File: config.mk
export PLATFORM = sky130hd
export DESIGN_NAME = exam_op_sequencer
export DESIGN_NICKNAME = d
export VERILOG_FILES = /design/src/rtl/exam_seq_pkg.sv /design/src/rtl/exam_op_sequencer_popcount_serial.sv /design/src/rtl/exam_op_sequencer.sv
export SDC_FILE = /design/constraint.sdc
export NUM_CORES = 1
export LEC_CHECK = 0
export BUFFER_PORTS_ARGS = -buffer_cell sky130_fd_sc_hd__buf_4
export CAP_MARGIN = 10
export CORE_MARGIN = 4
export CORE_UTILIZATION = 65
export CTS_BUF_LIST = sky130_fd_sc_hd__clkbuf_8
export CTS_CLUSTER_SIZE = 10
export DETAILED_ROUTE_END_ITERATION = 12
export GPL_TIMING_DRIVEN = 0
export HOLD_SLACK_MARGIN = 0.05
export PLACE_DENSITY = 0.84
export SLEW_MARGIN = 20
export SYNTH_ARGS = -nofsm -noshare
export SYNTH_HDL_FRONTEND = slang
export SYNTH_SLANG_ARGS = --single-unit
File: constraint.sdc
create_clock -name CLOCK_50 -period 18.65 [get_ports CLOCK_50]
set_input_delay 0.9325 -clock CLOCK_50 [delete_from_list [all_inputs] [get_ports CLOCK_50]]
set_output_delay 0.9325 -clock CLOCK_50 [all_outputs]
set_load 0.01 [all_outputs]
File: src/rtl/exam_seq_pkg.sv
// Shared types and constants for the exam operation sequencer.
// One state enum, the operand width and the invalid-log marker.
package exam_seq_pkg;
    localparam int W       = 16;
    localparam int POP_LEN = 16;
    localparam int CNT_W   = $clog2(POP_LEN + 1);
    localparam int IDX_W   = $clog2(POP_LEN);

    localparam logic [W-1:0] LOG_INVALID = 16'hFFFF;

    typedef enum logic [2:0] {
        IDLE,
        LOAD,
        POPA,
        POPB,
        DECIDE,
        POPX,
        LOG,
        FIN
    } state_t;
endpackage

File: src/rtl/exam_op_sequencer_popcount_serial.sv
// Bit-serial popcount: 16-bit right shifter plus ones counter.
// cnt already includes the bit currently at the lsb, so on the last shift it is the full count.
module popcount_serial
    import exam_seq_pkg::*;
(
    input  logic             CLOCK_50,
    input  logic             rst,
    input  logic             load,
    input  logic [W-1:0]     din,
    input  logic             shift,
    output logic [CNT_W-1:0] cnt,
    output logic             last
);
    logic [W-1:0]     sr;
    logic [CNT_W-1:0] ones;
    logic [IDX_W-1:0] idx;

    // load wins over shift so a job can be reloaded on its predecessor's final shift
    always_ff @(posedge CLOCK_50 or negedge rst) begin
        if (!rst) begin
            sr   <= '0;
            ones <= '0;
            idx  <= '0;
        end else if (load) begin
            sr   <= din;
            ones <= '0;
            idx  <= '0;
        end else if (shift) begin
            sr   <= sr >> 1;
            ones <= ones + CNT_W'(sr[0]);
            idx  <= idx + IDX_W'(1);
        end
    end

    assign cnt  = ones + CNT_W'(sr[0]);
    assign last = (idx == IDX_W'(POP_LEN - 1));
endmodule

File: src/rtl/exam_op_sequencer.sv
// Sequences the shared popcount unit and the log loop to produce g and h.
// Handshake: a run starts on a start rise seen in IDLE; done is held in FIN until start drops.
module exam_op_sequencer
    import exam_seq_pkg::*;
(
    input  logic         CLOCK_50,
    input  logic         rst,
    input  logic         start,
    input  logic [W-1:0] a,
    input  logic [W-1:0] b,
    input  logic [W-1:0] c,
    input  logic [W-1:0] d,
    output logic [W-1:0] g,
    output logic [W-1:0] h,
    output logic         done,
    output logic         busy,
    output state_t       state
);
    state_t           state_r;
    state_t           state_n;
    logic             start_q;
    logic [W-1:0]     a_r;
    logic [W-1:0]     b_r;
    logic [W-1:0]     c_r;
    logic [W-1:0]     d_r;
    logic [CNT_W-1:0] acc;
    logic [31:0]      p;
    logic [4:0]       k;

    logic             pop_load;
    logic             pop_shift;
    logic [W-1:0]     pop_din;
    logic [CNT_W-1:0] pop_cnt;
    logic             pop_last;

    logic             par;
    logic             log_skip;
    logic [31:0]      prod;
    logic             prod_fits;

    assign par       = ^(a_r ^ b_r);
    assign log_skip  = (c_r < W'(2)) || (d_r == '0);
    assign prod      = p * {16'd0, c_r};
    assign prod_fits = (prod <= {16'd0, d_r});
    assign state     = state_r;

    popcount_serial u_pop (
        .CLOCK_50 (CLOCK_50),
        .rst      (rst),
        .load     (pop_load),
        .din      (pop_din),
        .shift    (pop_shift),
        .cnt      (pop_cnt),
        .last     (pop_last)
    );

    always_ff @(posedge CLOCK_50 or negedge rst) begin
        if (!rst) state_r <= IDLE;
        else      state_r <= state_n;
    end

    always_comb begin
        state_n = state_r;
        case (state_r)
            IDLE:    if (start && !start_q) state_n = LOAD;
            LOAD:    state_n = POPA;
            POPA:    if (pop_last) state_n = POPB;
            POPB:    if (pop_last) state_n = DECIDE;
            DECIDE: begin
                if (!par)          state_n = POPX;
                else if (log_skip) state_n = FIN;
                else               state_n = LOG;
            end
            POPX:    if (pop_last) state_n = FIN;
            LOG:     if (!prod_fits) state_n = FIN;
            FIN:     if (!start) state_n = IDLE;
            default: state_n = IDLE;
        endcase
    end

    // a is taken straight from the port in LOAD since a_r is captured on that same edge
    always_comb begin
        pop_load  = 1'b0;
        pop_shift = 1'b0;
        pop_din   = a;
        busy      = (state_r != IDLE) && (state_r != FIN);
        case (state_r)
            LOAD: pop_load = 1'b1;
            POPA: begin
                pop_shift = 1'b1;
                if (pop_last) begin
                    pop_load = 1'b1;
                    pop_din  = b_r;
                end
            end
            POPB: pop_shift = 1'b1;
            DECIDE: begin
                if (!par) begin
                    pop_load = 1'b1;
                    pop_din  = c_r ^ d_r;
                end
            end
            POPX: pop_shift = 1'b1;
            default: ;
        endcase
    end

    always_ff @(posedge CLOCK_50 or negedge rst) begin
        if (!rst) begin
            start_q <= 1'b0;
            a_r     <= '0;
            b_r     <= '0;
            c_r     <= '0;
            d_r     <= '0;
            acc     <= '0;
            p       <= '0;
            k       <= '0;
            g       <= '0;
            h       <= '0;
            done    <= 1'b0;
        end else begin
            start_q <= start;
            case (state_r)
                LOAD: begin
                    a_r  <= a;
                    b_r  <= b;
                    c_r  <= c;
                    d_r  <= d;
                    g    <= '0;
                    h    <= '0;
                    done <= 1'b0;
                end
                POPA: if (pop_last) acc <= pop_cnt;
                DECIDE: begin
                    g <= W'(acc) + W'(pop_cnt);
                    if (par && log_skip) begin
                        h    <= LOG_INVALID;
                        done <= 1'b1;
                    end else if (par) begin
                        p <= 32'd1;
                        k <= '0;
                    end
                end
                POPX: begin
                    if (pop_last) begin
                        h    <= W'(pop_cnt);
                        done <= 1'b1;
                    end
                end
                LOG: begin
                    if (prod_fits) begin
                        p <= prod;
                        k <= k + 5'd1;
                    end else begin
                        h    <= W'(k);
                        done <= 1'b1;
                    end
                end
                FIN: if (!start) done <= 1'b0;
                default: ;
            endcase
        end
    end
endmodule

# Word level (Yosys, flattened, before mapping)
# Index checks and enable logic that the tools add are counted.
[op_classes] magnitude_cmp=2 mul=1 reduce_logical=20 n_addsub=4 n_bitwise=2 eq_ne=19 muxes=40
[op_table] operator="16-bit 2-to-1 mux" n=7
[op_table] operator="32-bit 2-to-1 mux" n=3
[op_table] operator="16-bit case mux with 2 select lines" n=2
[op_table] operator="16-bit case mux with 4 select lines" n=1
[op_table] operator="32-bit case mux with 2 select lines" n=1
[op_table] operator="32-bit by 16-bit <= comparator with 1-bit output" n=1
[op_table] operator="32-bit by 16-bit multiplier with 32-bit output" n=1
[op_table] operator="16-bit XOR" n=2
[op_table] operator="5-bit 2-to-1 mux" n=5
[op_table] operator="3-bit case mux with 8 select lines" n=1
[op_table] operator="2-bit != test (second input constant)" n=10
[op_table] operator="3-bit 2-to-1 mux" n=6
[op_table] operator="16-bit zero test" n=1
[op_table] operator="16-bit by 2-bit less-than comparator with 1-bit output (second input constant)" n=1
[op_table] operator="16-bit parity" n=1
[op_table] operator="3-bit equality test (second input constant)" n=4
[op_table] operator="5-bit case mux with 2 select lines" n=1
[op_table] operator="1-bit 2-to-1 mux" n=8
[op_table] operator="4-bit 2-to-1 mux" n=2
[op_table] operator="4-bit AND reduction" n=2
[op_table] operator="5-bit by 5-bit adder with 6-bit output" n=1
[op_table] operator="3-bit by 2-bit equality test with 1-bit output (second input constant)" n=2
[op_table] operator="6-bit AND reduction" n=1
[op_table] operator="2-bit nonzero test" n=3
[op_table] operator="19 further kinds" n=21
[totals] reg_bits=168 out_inout_bits=37 wordCells=103 inputBits=67

# Logic depth before layout (Yosys ltp)
[logic_depth] word_depth=5 mapped_depth=34 mapped_depth_nobuf=31

# Modules after synthesis
# A second synthesis with hierarchy kept.
[unflattened] hier_cells=2115 area_unflattened_um2=19466.2
[by_module_without_submodules] mod="exam_op_sequencer" seq_area_each_um2=3078.0 instances=1 area_per_inst_um2=18196.2 cells_each=1999
[by_module_without_submodules] mod="popcount_serial" seq_area_each_um2=625.6 instances=1 area_per_inst_um2=1270.0 cells_each=116

# Least setup slack after synthesis
# No wires, ideal clock.
[synth_path] kind="reg-to-reg" start="register c_r[6]" end="register p[13]" setup_ps=127 slack_ps=10683 path_stages_with_launch=32 required_time_ps=18523 t_arrival_ps=7840 n_path_buf=3 synth_period_minus_slack_ps=7967 cell_sequence="dfrtp_1 clkbuf_1 clkbuf_1 and2_1 fa_1 inv_1 fa_1 fa_1 fa_1 inv_1 fa_1 inv_1 fa_1 inv_1 ha_1 a21oi_1 inv_1 o311ai_2 nand2b_1 a21oi_1 xnor2_1 ha_1 a21oi_1 nand2_1 a221oi_1 a22oi_1 or4_1 nor4_2 nand4_2 a21boi_4 buf_6 mux2_1"
[synth_via] elab_chain_len=5 word_cells_on_any_way=10 cone_classes="mul: 1; order compare: 2; eq/ne: 2; mux: 2; reduce/logical: 3"
[synth_lines] item="start, declared" line_no="exam_op_sequencer.sv:24" rtl="logic [W-1:0] c_r;"
[synth_lines] item="start signal, assigned" line_no="exam_op_sequencer.sv:113" rtl="c_r <= '0;"
[synth_lines] item="start signal, assigned" line_no="exam_op_sequencer.sv:127" rtl="c_r <= c;"
[synth_lines] item="parallel branches: the longest is 5 deep, another holds 32-bit by 16-bit multiplier with 32-bit output"
[synth_lines] item="end signal, assigned" line_no="exam_op_sequencer.sv:152" rtl="p <= prod;"
[synth_lines] item="end, declared" line_no="exam_op_sequencer.sv:27" rtl="logic [31:0] p;"
# Several ways; the timed one is not identified. The select of a mux whose other input is x is not followed.
# A chain may end at the register's enable or synchronous reset.

# Worst setup path in the final report
[layout_path] start="register c_r[6]" end="register p[7]"
# Same word-level chain as after synthesis.

==> summary.md <==
| Metric | Value |
|---|---|
| Worst slew margin | `between 20 and 30%` |
| Sequential area share after synthesis | `about a fifth` |
| Worst EP required | `18.98 ns` |
| DR vias/cell | `5.87` |
| Critical Path Start Type | `flop` |
| First-pass GRT wire length | `approximately 85 mm` |
| Max cap viols | `0` |
| IO Pins | `104` |
| Power per cell area | `27.9 nW/um^2` |
| Worst Skew | `0.0119 ns` |
| CTS buffer count | `17` |
| Congestion Overflow GR | `0` |
| Setup ws final | `between 8 and 9 ns` |
| Post-detailed-route count of antenna-violating nets | `0` |
| GR Util All Layers | `approximately a third` |
| Crit-path slowest cell | `o311ai_2` |
| Crit path depth | `31` |
| Post-synth EDFFs | `0` |
| Latest clock arrival within the worst-skew pair | `~0.45 ns` |
| Crit path launch | `c_r[6]$_DFFE_PN0P_` |
| Setup TNS | `0 ns` |
| Slowest Stage Delay on Critical Path | `approximately 0.66 ns` |
| Critical Path End | `p[7]$_DFFE_PN0P_` |
| Register bit count reported by yosys | `roughly 150` |
| Top FF cell, synth | `dfrtp_1` |
| Final Slew Violations | `0` |
| Die ar. | `32,400 sq um` |
| Post-Syn Area | `19,200 sq um` |
| RSZ-0062 raised after global routing | `no` |
| Top cell type's share of synthesized area | `between 30% and 40%` |
| Starting Density | `66.5%` |
| Drt wl/cell | `around 20 microns` |
| CTS tree | `built` |
| Hold Violations, Final | `0` |
| Largest area contributor in the netlist | `fa_1` |
| # rows | `62` |
| Pin count of the biggest net entering global routing | `around 110` |
| Most frequent cell after synthesis | `inv_1` |
| Endpoint type of the worst setup path | `flop` |
| Status | `finished, final reports clean` |
| Hold buffer count at CTS | `0` |
| IO buf count | `93` |
| Core Area | `between 20,000 and 30,000 sq um` |
| Vias in the first global route | `~16,000` |
| CP arrival | `10.71 ns` |
| Post-synth top cells | `409 x inv_1, 348 x nand2_1, 305 x fa_1` |
| Max Clk Rate | `around 96 MHz` |
| Worst path buffer plus inverter count | `8` |
| Synth top area cells | `fa_1 32%, dfrtp_1 19%, inv_1 8.0%` |
| Reg2reg setup slack | `between 8 and 9 ns` |
| Post-Syn Instances | `about 2,100` |
| Async set or reset register ratio after synthesis | `100%` |
| Cells on worst reg2reg path | `31` |
| Post-Layout Inst Area | `between 20,000 and 25,000 sq um` |
| Final setup fails | `0` |
| Clock slew at reported path FFs | `~0.09 ns` |
| Die Y | `180 microns` |
| Synth warnings | `0` |
| Routed via count | `15,500` |
| Post-CTS Setup Inserts | `0` |
| DRT Pass-1 Iters | `6` |
| # diodes | `0` |
| Initial antenna violation count | `0` |
| P_leak | `approximately 10 nW` |
| Initial drt markers | `~1,300` |
| Max Root-Sink Buffers | `2` |
| Die width | `around 180 microns` |
| Detailed Place HPWL | `~42 mm` |
| Worst r2r dst | `p[7]$_DFFE_PN0P_` |
| CP top delay family | `adder cells` |
| Final WL | `about 53 mm` |
| Critical R2R Launch | `c_r[6]$_DFFE_PN0P_` |
| Root Buffer | `clkbuf_8` |
| Final Wtd Congestion | `approximately 0.98` |
| CTS sink count | `between 100 and 150` |
| H-Tree Depth | `4` |
| Drc violations | `0` |
| Layout cells sized above 1 | `10.0%` |
| Actual slew at the worst max-slew pin | `about 1.1 ns` |
| Crit path top cell by count | `fa_1` |
| Placed instance area | `20,500 sq um` |
| Peak VDD IR | `0.0000543 V` |
| Hold crit path type | `in -> async` |
| Post-cts repair resize count | `0` |
| Tmin final | `roughly 10 ns` |
| Crit Path Category | `reg -> reg` |
| Synth Area per Inst | `~9 sq um` |
| Crit-path max FO | `10` |
| Synth-to-layout area growth | `8.40%` |
| Final nets | `between 2,000 and 3,000` |
| Final period util | `between 50% and 60%` |
| Distinct cells, synth | `69` |
| Pre-CTS WS | `~8.3 ns` |
area by class of cell:
| type | count | area (sq um) |
|---|---|---|
| Fill cell | 2123 | 8090 |
| Timing Repair Buffer | 94 | 733 |
| Tap cell | 384 | 480 |
| Sequential cell | 148 | 3700 |
| Clock buffer | 18 | 248 |
| Clock inverter | 14 | 120 |
| Multi-Input combinational cell | 1442 | 13400 |
| Buffer | 128 | 578 |
| Inverter | 409 | 1540 |
metal layers:
layer	vias up	wire length (microns)	global-route usage (%)	share of wire (%)
met5	-	0	0	0
met2	900	24500	53.0	47
li1	6687	-	-	-
met4	0	2540	14.3	4.8
met1	7704	20000	44.6	38
met3	177	5490	6.61	10
report_power, final:
group / total (mW) / leakage (nW) / internal [mW] / switching [mW]
clock network: 0.237 / 0.180 / 0.0994 / 0.138
logic: 0.0239 / 8.04 / 0.0116 / 0.0123
registers: 0.321 / 1.92 / 0.321 / 0.0000218
worst min-delay path by stage:
stage | start | to | cells past startpoint
after global routing | rst | b_r[7]$_DFFE_PN0P_ | 1
after floorplan | p[31]$_DFFE_PN0P_ | p[31]$_DFFE_PN0P_ | 1
final | rst | b_r[7]$_DFFE_PN0P_ | 1
after detailed placement | g[1]$_DFFE_PN0P_ | g[1]$_DFFE_PN0P_ | 2
after global placement | g[1]$_DFFE_PN0P_ | g[1]$_DFFE_PN0P_ | 2
after CTS | rst | a_r[8]$_DFFE_PN0P_ | 1
metrics by stage:
stage	power, mW	cells	util (%)	hold slack (ns)
after global routing	0.599	2637	72.0	0.354
final	0.582	2637	72.0	0.351
after detailed placement	0.351	2605	70.8	0.480
after CTS	0.581	2637	72.0	0.346
after floorplan	0.331	2127	-	0.465
after global placement	0.350	2604	70.7	0.477
cell families after synthesis:
kind of cell	Yosys count	share of synthesized area, %
xor gates and xnor gates	106	4.90
other	1	0.0195
and+or+nand+nor	634	15.6
DFF	148	19.3
adders and majority gates	395	37.6
muxes	68	3.94
AOI/OAI and AO/OA	229	7.70
buffers and inverters	537	11.0
registers in the layout, summed over array words and instances (netlist names):
register    cells
u_pop.ones      5
u_pop.sr       16
u_pop.idx       4
done            1
b_r            16
state           3
h               6
acc             5
a_r            16
start_q         1
c_r            16
g               6
d_r            16
k               5
p              32
placed cells by master (no fill, tap or decap), types with 23 or more instances in the layout:
| cell | netlist | final |
|---|---|---|
| a21oi_1 | 56 | 56 |
| a31oi_1 | 23 | 23 |
| and2_1 | 147 | 147 |
| buf_4 | 20 | 112 |
| clkbuf_1 | 93 | 93 |
| dfrtp_1 | 148 | 148 |
| fa_1 | 305 | 305 |
| ha_1 | 90 | 90 |
| inv_1 | 409 | 409 |
| mux2_2 | 56 | 56 |
| nand2_1 | 348 | 348 |
| nor2_1 | 45 | 45 |
| nor2b_1 | 23 | 23 |
| o21ai_0 | 60 | 60 |
| xnor2_1 | 85 | 85 |
Note: power is estimated with default switching activity, not from simulation.
